===== src/rtl/mips_defines.sv =====
// mips_defines: opcode/funct constants, ALU op encodings, ex_ctrl layout and
// immediate-extension selector shared by the decode stage.
package mips_defines;
    localparam logic [5:0] OP_RTYPE = 6'h00, OP_ADDI = 6'h08, OP_ADDIU = 6'h09, OP_SLTI = 6'h0A;
    localparam logic [5:0] OP_ANDI  = 6'h0C, OP_ORI  = 6'h0D, OP_XORI  = 6'h0E, OP_LUI  = 6'h0F;
    localparam logic [5:0] OP_LW    = 6'h23, OP_SW   = 6'h2B, OP_BEQ   = 6'h04, OP_BNE  = 6'h05;
    localparam logic [5:0] F_ADD = 6'h20, F_ADDU = 6'h21, F_SUB = 6'h22, F_SUBU = 6'h23;
    localparam logic [5:0] F_AND = 6'h24, F_OR   = 6'h25, F_XOR = 6'h26, F_NOR  = 6'h27;
    localparam logic [5:0] F_SLT = 6'h2A, F_SLTU = 6'h2B, F_SLL = 6'h00, F_SRL  = 6'h02, F_SRA = 6'h03;
    localparam logic [3:0] ALU_ADD = 4'd0, ALU_SUB = 4'd1, ALU_AND = 4'd2, ALU_OR = 4'd3;
    localparam logic [3:0] ALU_XOR = 4'd4, ALU_NOR = 4'd5, ALU_SLT = 4'd6, ALU_SLTU = 4'd7;
    localparam logic [3:0] ALU_SLL = 4'd8, ALU_SRL = 4'd9, ALU_SRA = 4'd10, ALU_LUI = 4'd11;
    // ex_ctrl = {RegWrite, MemRead, MemWrite, MemtoReg, ALUSrc, Branch, BranchNe, Illegal}
    localparam int CTRL_REGWRITE = 7, CTRL_MEMREAD = 6, CTRL_MEMWRITE = 5, CTRL_MEMTOREG = 4;
    localparam int CTRL_ALUSRC = 3, CTRL_BRANCH = 2, CTRL_BRANCHNE = 1, CTRL_ILLEGAL = 0;
    localparam logic [7:0] C_RTYPE = 8'b1000_0000, C_ALUI = 8'b1000_1000, C_LW  = 8'b1101_1000;
    localparam logic [7:0] C_SW    = 8'b0010_1000, C_BEQ  = 8'b0000_0100, C_BNE = 8'b0000_0010;
    localparam logic [7:0] C_ILL   = 8'b0000_0001;
    typedef enum logic [1:0] {IMM_ZERO, IMM_SEXT, IMM_ZEXT, IMM_LUI} imm_sel_e;
endpackage


===== src/rtl/mips_ctrl_decode.sv =====
// mips_ctrl_decode: opcode/funct -> control bits, ALU op, immediate form,
// operand usage and destination select. Purely combinational.
module mips_ctrl_decode
    import mips_defines::*;
#(
    parameter int ALUOP_W = 4
) (
    input  logic [5:0]         op_i,
    input  logic [5:0]         funct_i,
    output logic [7:0]         ctrl_o,
    output logic [ALUOP_W-1:0] aluop_o,
    output imm_sel_e           imm_sel_o,
    output logic               uses_rs_o,
    output logic               uses_rt_o,
    output logic               reg_dst_o
);
    logic [3:0] r_alu, alu;
    logic       r_ok, shift;

    always_comb begin
        r_ok  = 1'b1;
        r_alu = ALU_ADD;
        case (funct_i)
            F_ADD, F_ADDU: r_alu = ALU_ADD;
            F_SUB, F_SUBU: r_alu = ALU_SUB;
            F_AND:         r_alu = ALU_AND;
            F_OR:          r_alu = ALU_OR;
            F_XOR:         r_alu = ALU_XOR;
            F_NOR:         r_alu = ALU_NOR;
            F_SLT:         r_alu = ALU_SLT;
            F_SLTU:        r_alu = ALU_SLTU;
            F_SLL:         r_alu = ALU_SLL;
            F_SRL:         r_alu = ALU_SRL;
            F_SRA:         r_alu = ALU_SRA;
            default:       r_ok  = 1'b0;
        endcase
    end

    assign shift   = funct_i inside {F_SLL, F_SRL, F_SRA};
    assign aluop_o = ALUOP_W'(alu);

    always_comb begin
        ctrl_o    = C_ILL;
        alu       = ALU_ADD;
        imm_sel_o = IMM_ZERO;
        uses_rs_o = 1'b1;
        uses_rt_o = 1'b0;
        reg_dst_o = 1'b0;
        case (op_i)
            OP_RTYPE: begin
                ctrl_o    = r_ok ? C_RTYPE : C_ILL;
                alu       = r_alu;
                uses_rs_o = r_ok && !shift;
                uses_rt_o = r_ok;
                reg_dst_o = r_ok;
            end
            OP_ADDI, OP_ADDIU, OP_SLTI: begin
                ctrl_o    = C_ALUI;
                alu       = op_i == OP_SLTI ? ALU_SLT : ALU_ADD;
                imm_sel_o = IMM_SEXT;
            end
            OP_ANDI, OP_ORI, OP_XORI: begin
                ctrl_o    = C_ALUI;
                alu       = op_i == OP_ANDI ? ALU_AND : op_i == OP_ORI ? ALU_OR : ALU_XOR;
                imm_sel_o = IMM_ZEXT;
            end
            OP_LUI: begin
                ctrl_o    = C_ALUI;
                alu       = ALU_LUI;
                imm_sel_o = IMM_LUI;
                uses_rs_o = 1'b0;
            end
            OP_LW, OP_SW: begin
                ctrl_o    = op_i == OP_LW ? C_LW : C_SW;
                imm_sel_o = IMM_SEXT;
                uses_rt_o = op_i == OP_SW;
            end
            OP_BEQ, OP_BNE: begin
                ctrl_o    = op_i == OP_BEQ ? C_BEQ : C_BNE;
                alu       = ALU_SUB;
                imm_sel_o = IMM_SEXT;
                uses_rt_o = 1'b1;
            end
            default: uses_rs_o = 1'b0;
        endcase
    end
endmodule


===== src/rtl/id_ex_stage.sv =====
// id_ex_stage: MIPS32 decode stage and ID/EX register with WB bypass, load-use stall
// and flush. Define ID_STALL_CNT_EN to count load-use stall cycles on stall_count.
module id_ex_stage
    import mips_defines::*;
#(
    parameter int DATA_W  = 32,
    parameter int ALUOP_W = 4
) (
    input  logic               clk,
    input  logic               reset,
    input  logic               if_id_valid,
    input  logic [31:0]        if_id_instr,
    input  logic [31:0]        if_id_pc4,
    output logic [4:0]         ReadRegister1,
    output logic [4:0]         ReadRegister2,
    input  logic [DATA_W-1:0]  ReadData1,
    input  logic [DATA_W-1:0]  ReadData2,
    input  logic               wb_RegWrite,
    input  logic [4:0]         wb_WriteRegister,
    input  logic [DATA_W-1:0]  wb_WriteData,
    input  logic               flush,
    output logic               stall,
    output logic               ex_valid,
    output logic [31:0]        ex_pc4,
    output logic [DATA_W-1:0]  ex_rs_data,
    output logic [DATA_W-1:0]  ex_rt_data,
    output logic [DATA_W-1:0]  ex_imm,
    output logic [4:0]         ex_rs,
    output logic [4:0]         ex_rt,
    output logic [4:0]         ex_dst,
    output logic [4:0]         ex_shamt,
    output logic [7:0]         ex_ctrl,
    output logic [ALUOP_W-1:0] ex_aluop,
    output logic [31:0]        stall_count
);
    logic [4:0]         rs, rt, dst_d;
    logic [15:0]        imm16;
    logic [7:0]         dec_ctrl, ctrl_d, ctrl_q;
    logic [ALUOP_W-1:0] dec_aluop, aluop_q;
    imm_sel_e           imm_sel;
    logic               uses_rs, uses_rt, reg_dst, haz, cap, valid_d, valid_q;
    logic [DATA_W-1:0]  rs_data_d, rt_data_d, imm_d, rs_data_q, rt_data_q, imm_q;
    logic [31:0]        pc4_q;
    logic [4:0]         rs_q, rt_q, dst_q, shamt_q;

    assign rs    = if_id_instr[25:21];
    assign rt    = if_id_instr[20:16];
    assign imm16 = if_id_instr[15:0];
    assign ReadRegister1 = rs;
    assign ReadRegister2 = rt;

    mips_ctrl_decode #(.ALUOP_W(ALUOP_W)) u_dec (
        .op_i      (if_id_instr[31:26]),
        .funct_i   (if_id_instr[5:0]),
        .ctrl_o    (dec_ctrl),
        .aluop_o   (dec_aluop),
        .imm_sel_o (imm_sel),
        .uses_rs_o (uses_rs),
        .uses_rt_o (uses_rt),
        .reg_dst_o (reg_dst)
    );

    // Same-cycle WB write wins over the stale regfile read; $0 is never forwarded.
    assign rs_data_d = (wb_RegWrite && wb_WriteRegister != 5'd0 && wb_WriteRegister == rs) ? wb_WriteData : ReadData1;
    assign rt_data_d = (wb_RegWrite && wb_WriteRegister != 5'd0 && wb_WriteRegister == rt) ? wb_WriteData : ReadData2;
    assign dst_d     = reg_dst ? if_id_instr[15:11] : rt;
    assign imm_d     = imm_sel == IMM_SEXT ? {{(DATA_W-16){imm16[15]}}, imm16}
                     : imm_sel == IMM_ZEXT ? {{(DATA_W-16){1'b0}}, imm16}
                     : imm_sel == IMM_LUI  ? {imm16, {(DATA_W-16){1'b0}}} : '0;

    assign haz   = if_id_valid && valid_q && ctrl_q[CTRL_MEMREAD] && rt_q != 5'd0 &&
                   ((uses_rs && rt_q == rs) || (uses_rt && rt_q == rt));
    assign stall = haz && !flush;
    assign cap   = !flush && !haz;

    assign valid_d = cap && if_id_valid;
    assign ctrl_d  = valid_d ? dec_ctrl : '0;

    always_ff @(posedge clk or posedge reset) begin
        if (reset) begin
            valid_q   <= 1'b0;
            ctrl_q    <= '0;
            pc4_q     <= '0;
            rs_data_q <= '0;
            rt_data_q <= '0;
            imm_q     <= '0;
            rs_q      <= '0;
            rt_q      <= '0;
            dst_q     <= '0;
            shamt_q   <= '0;
            aluop_q   <= '0;
        end else begin
            valid_q <= valid_d;
            ctrl_q  <= ctrl_d;
            if (cap) begin
                pc4_q     <= if_id_pc4;
                rs_data_q <= rs_data_d;
                rt_data_q <= rt_data_d;
                imm_q     <= imm_d;
                rs_q      <= rs;
                rt_q      <= rt;
                dst_q     <= dst_d;
                shamt_q   <= if_id_instr[10:6];
                aluop_q   <= dec_aluop;
            end
        end
    end

    assign ex_valid   = valid_q;
    assign ex_ctrl    = ctrl_q;
    assign ex_pc4     = pc4_q;
    assign ex_rs_data = rs_data_q;
    assign ex_rt_data = rt_data_q;
    assign ex_imm     = imm_q;
    assign ex_rs      = rs_q;
    assign ex_rt      = rt_q;
    assign ex_dst     = dst_q;
    assign ex_shamt   = shamt_q;
    assign ex_aluop   = aluop_q;

`ifdef ID_STALL_CNT_EN
    logic [31:0] stall_cnt_q;
    always_ff @(posedge clk or posedge reset) begin
        if (reset) stall_cnt_q <= '0;
        else if (stall) stall_cnt_q <= stall_cnt_q + 32'd1;
    end
    assign stall_count = stall_cnt_q;
`else
    assign stall_count = '0;
`endif
endmodule


===== config.mk =====
export PLATFORM = sky130hd
export DESIGN_NAME = id_ex_stage
export DESIGN_NICKNAME = d
export VERILOG_FILES = /design/src/rtl/mips_defines.sv /design/src/rtl/mips_ctrl_decode.sv /design/src/rtl/id_ex_stage.sv
export SDC_FILE = /design/constraint.sdc
export NUM_CORES = 1
export LEC_CHECK = 0
export CAP_MARGIN = 30
export CELL_PAD_IN_SITES_DETAIL_PLACEMENT = 0
export CELL_PAD_IN_SITES_GLOBAL_PLACEMENT = 1
export CORE_MARGIN = 3
export CORE_UTILIZATION = 32
export DETAILED_ROUTE_END_ITERATION = 12
export HOLD_SLACK_MARGIN = 0.08
export PLACE_DENSITY_LB_ADDON = 0.1
export SETUP_SLACK_MARGIN = 0.5
export SKIP_CTS_REPAIR_TIMING = 1
export SYNTH_ARGS = -nofsm -noshare
export SYNTH_HDL_FRONTEND = slang
export SYNTH_SLANG_ARGS = --single-unit
export TNS_END_PERCENT = 1

===== constraint.sdc =====
create_clock -name clk -period 8.6 [get_ports clk]
set_input_delay 2.58 -clock clk [delete_from_list [all_inputs] [get_ports clk]]
set_output_delay 2.58 -clock clk [all_outputs]
set_load 0.1 [all_outputs]

Word level (Yosys, flattened, before mapping)
Cells that the tools add are included.
Operators by class
  eq/ne operators: 30
  multiplexer cells: 21
  reductions and logical operators: 31
Operator list (count)
  $mux 32: 5
  $eq 6x6->1 const B: 12
  $eq 6x4->1 const B: 7
  $pmux 4 s10: 1
  $pmux 8 s4: 1
  $mux 8: 3
  $eq 5x5->1: 4
  $pmux 4 s5: 1
  $reduce_or 7->1: 2
  $logic_and 1x1->1: 13
  $reduce_or 13->1: 1
  $eq 6x2->1 const B: 2
  $eq 6x3->1 const B: 2
  $logic_not 6->1: 2
  $reduce_bool 5->1: 2
  $reduce_or 10->1: 1
  $mux 3: 3
  $pmux 2 s3: 1
  $reduce_or 2->1: 3
  $reduce_or 3->1: 2
  $mux 5: 1
  $eq 2x2->1 const B: 2
  $mux 4: 1
  $logic_not 1->1: 3
  other kinds (6): 7
Storage, ports and cells
  register bits: 161
  logic and storage cells: 93

Depth between registers and ports, before layout
  depth after elaboration: 12
  gate-level depth with buffers: 10
  mapped depth without buffers: 6

Cells and area by module
From an unflattened synthesis, not the netlist that was laid out.
Unflattened totals
  cells, all modules: 632
  area total of the unflattened synthesis: 8513.2 um^2
By module, submodules not included
  id_ex_stage: instances 1, cells each 555, area an instance 8052.7 um^2
  mips_ctrl_decode: instances 1, cells each 77, area an instance 460.4 um^2

Worst setup path before layout
No wires, ideal clock.
  path kind: input port to output port
  start: input port if_id_instr[31]
  end: output port stall
  arrival time: 5232 ps
  path slack: 788 ps
  stages on the path: 8
  path buffers: 2
  cell sequence: buf_2 -> nor2_1 -> and4b_1 -> and3_1 -> buf_2 -> o2111a_1 -> nor2_1 -> nor2_1
On the way
  longest elaborated chain between the ends: 7
RTL lines
  from (decl): RTL line id_ex_stage.sv:12  | input logic [31:0] if_id_instr,
  $eq 6x4->1, or another cell as far along: RTL line mips_ctrl_decode.sv:49  | case (op_i)
  $reduce_or 10->1 (no line) / $reduce_or 2->1 (equally long branches)
  $pmux 1 s2 / $pmux 1 s3 (equally long branches): RTL line mips_ctrl_decode.sv:49
  $logic_and 1x1->1: RTL line id_ex_stage.sv:72  | ((uses_rs && rt_q == rs) || (uses_rt && rt_q == rt));
  $logic_or 1x1->1 (*): RTL line id_ex_stage.sv:72
  $logic_and 1x1->1 (*): RTL line id_ex_stage.sv:71  | assign haz = if_id_valid && valid_q && ctrl_q[CTRL_MEMREAD] && rt_q != 5'd0 &&
  $logic_and 1x1->1 (*): RTL line id_ex_stage.sv:73  | assign stall = haz && !flush;
  to (decl): RTL line id_ex_stage.sv:22  | output logic stall,
Mark *: on every way between the ends. The rest lies on a longest branch, timed or not.

Worst setup path in the final report
Same ends and word-level chain as after synthesis.

==> results by group <==
Synthesis
  – Synth cell types: 43
  – Synth Instances: a little over 600
  – Syn avg cell area: 12.68 sq um
  – Flops & latches, synth: 160
  – Post-synthesis sequential area ratio: 0.5068
  – Syn. warnings: 0
  – Synth Cell Area: 0.007900 sq mm

Power
  – Leak: 5.094 nW
  – Cell area power density: 217.6 mW/mm^2
  – Pwr Total: 2.700 mW
  – IR drop worst, VDD: 0.1329 mV

Timing
  – Final min period: 7.718 ns
  – Worst Tran Pin Value: 1.042 ns
  – Slew Limit Fails: 0
  – Final setup violation count: 0
  – Max Freq: 129.6 MHz
  – WHS: ~0.5 ns
  – Hold Fails Final Rpt: 0
  – Slew margin rel.: 0.3035
  – RSZ-0062 raised after global routing: false
  – Period utilisation layout: 0.8974
  – Setup TNS: 0 ns
  – Worst Skew: 0.01838 ns
  – Final WS setup: 0.8824 ns

Setup path
  – Critical path peak fanout: 8
  – Critical path data arrival time: 5.14 ns
  – Worst endpoint required time: 6.02 ns
  – CP Capture Type: primary output
  – Worst-case reg-to-reg path depth: 6
  – Startpoint types: primary input
  – Worst Setup Path Type: in2out

Global route
  – Global Route Usage Sum: 0.1913
  – Vias in the first global route: 6,614
  – Initial antenna violation count: 5
  – Global-route wire length before repair: 39,060 um
  – Largest net degree at the start of global routing: 130
  – Remaining Overflow, GRT: 0

Floorplan
  – Row cnt: 56
  – Chip Width: 163.1 um
  – I/O pin cnt: 374
  – Core area: 0.02389 sq mm
  – Initial Util: 0.3306
  – Die Footprint: 0.02661 sq mm
  – Die Height: 163.1 um

Route
  – Post-DRT Antenna Nets: 0
  – Routed WL per cell: 19.82 um
  – Via count: 6,111
  – DR iter-0 viols: 271
  – Residual DRC count: 0
  – Final wirelength: ~26,000 um
  – DR pass1 iterations: 5
  – Drt via density: 4.723

Placed design
  – Placed Area: approximately 0.012 sq mm
  – Port Buf Inserts: 341
  – DP HPWL: 19,360 um
  – Routability cong.: 0.8762
  – Placed cells: ~1,300
  – Pre-CTS WS: 0.8740 ns

Clock tree
  – CTS HTree Levels: 4
  – Reg clk slew, reported paths: 0.07 ns
  – TritonCTS Buffers: 17
  – Skew-Pair Late Insertion Delay: 0.43 ns
  – TritonCTS clock tree: yes
  – Clk buf depth: 2
  – Clock Sinks: 160
  – Root buffer cell: clkbuf_16

Layout
  – Final nets: 1,129
  – Finished Layout Cells: 1,294
  – Area occupied by multi-input gates: 0.003417 sq mm
  – Storage cell area: roughly 0.0040 sq mm
  – Post-layout util: 0.5192
  – Finished Cell Area: about 0.012 sq mm
  – Layout cells sized above 1: 0.2068
  – Area growth syn-to-layout: 57.03%
  – Fill cell count: between 2,000 and 2,500

Worst hold path
  – Worst Hold Depth: 1
  – Worst min-delay path class: reg2reg

Run
  – Max Cap Viol: 0

Status
  – Outcome: completed
-- worst paths after layout --
path | slack [ns] | start | end
setup / recovery | 0.88 | if_id_instr[31] | stall
hold / removal | 0.49 | ex_shamt[3] | ex_shamt[3]
setup reg to reg | 6.02 | ex_rt[1] | ex_pc4[28]
hold reg to reg | 0.49 | ex_shamt[3] | ex_shamt[3]
max in group asynchronous | 4.75 | reset | ex_rt_data[3]
min in group asynchronous | 2.67 | reset | ex_pc4[24]
-- placed cells by master (no fill, tap or decap), types with 2 or more instances in the layout --
cell	instances
and3_1	2
a21oi_1	6
bufinv_16	2
clkdlybuf4s50_1	340
conb_1	32
dfrtp_1	160
inv_8	2
nor4_1	3
buf_12	2
mux2_1	48
buf_4	5
xnor2_1	11
nand2_1	38
nand4_1	3
mux2_2	141
a2bb2oi_1	15
a31oi_1	2
buf_16	14
nor3_1	7
inv_6	8
clkbuf_16	17
inv_1	23
clkinv_4	2
and4_1	3
nor3b_1	2
o21ai_0	7
nor2_1	13
nand3_1	6
nor4_2	2
xor2_1	11
nor2b_1	3
mux2i_1	17
o22ai_1	2
diode_2	3
nand2b_1	4
o2111a_1	2
-- routing by layer --
layer / track usage / vias up / wire length (um)
met2: 0.3342 / 260 / 13430
met1: 0.2172 / 3026 / 9579
li1: - / 2788 / -
met5: 0 / - / 37
met3: 0.07127 / 31 / 2144
met4: 0.06036 / 6 / 459
-- critical path, cell delays in order --
cell and delay (ns):
clkdlybuf4s50_1 0.53, nor2_1 0.34, and4b_1 0.33, and3_1 0.42, o2111a_1 0.40, nor2_1 0.13
nor2_1 0.19, buf_12 0.20
-- area by class of cell --
| type | count | share of cell area |
|---|---|---|
| sequential | 160 | 0.3227 |
| multi-input combinational | 394 | 0.2754 |
| timing repair buffer | 362 | 0.3126 |
| clock buffer | 18 | 0.03540 |
| clock inverter | 14 | 0.01341 |
| antenna | 3 | 0.0006051 |
| inverter | 24 | 0.007665 |
| tap | 319 | 0.03217 |
-- flip-flops by register name, indices dropped and copies added (netlist names) --
| name | flops |
|---|---|
| ex_ctrl | 7 |
| ex_shamt | 5 |
| ex_rt | 5 |
| ex_dst | 5 |
| ex_rs | 5 |
| ex_rs_data | 32 |
| ex_aluop | 4 |
| ex_rt_data | 32 |
| ex_imm | 32 |
| ex_valid | 1 |
| ex_pc4 | 32 |
-- Yosys cell counts --
cell       number  area (sq um)
inv_1          24         90.09
o22ai_1         2         12.51
buf_2          15         75.07
mux2_1         48         540.5
a211oi_1        1         7.510
a2bb2oi_1      15         131.4
conb_1          1         3.750
a2111oi_4       1         27.53
mux2_2        141          1588
dfrtp_1       160          4004
nor2b_1         3         18.77
maj3_1          1         10.01
clkbuf_1       10         37.54
nor2_1         13         48.80
a32o_1          1         10.01
buf_4          45         337.8
xnor2_1        11         96.34
a21o_1          1         7.510
and3_1          2         12.51
a211o_1         1         8.760
a31oi_1         2         12.51
o21bai_1        1         7.510
o22a_1          1         8.760
mux2i_1        17         170.2
nor3_4          1         16.27
nor3_1          7         35.03
buf_6           6         67.56
o2111a_1        2         22.52
and4b_1         1         10.01
o32ai_1         1         8.760
nor3b_1         2         15.01
nand3_1         6         30.03
and4_1          3         26.28
nor4_1          5         31.28
or2_2           1         6.260
nand2b_1        4         25.02
xor2_1         11         96.34
nand2_1        38         142.6
or4_1           1         7.510
a311oi_1        1         8.760
o21ai_0         7         35.03
a21oi_1         6         30.03
nand4_1         3         18.77
-- logic make-up (layout without fill, tap and decap cells) --
| kind of cell | after synthesis | count (layout) | synth area share |
|---|---|---|---|
| buf+inv | 100 | 418 | 0.07697 |
| compound gates | 43 | 43 | 0.04292 |
| fa+ha+maj | 1 | 1 | 0.001267 |
| mux | 206 | 206 | 0.2909 |
| simple gates | 90 | 90 | 0.05623 |
| xor+xnor | 22 | 22 | 0.02439 |
| other cells | 1 | 35 | 0.0004747 |
| flops | 160 | 160 | 0.5068 |
-- where the power goes --
group	switching (mW)	internal, mW	total [mW]
combinational	0.748	0.302	1.05
clock	0.341	0.447	0.788
sequential	0.0403	0.821	0.862
Power figures use the tool's default switching activity.
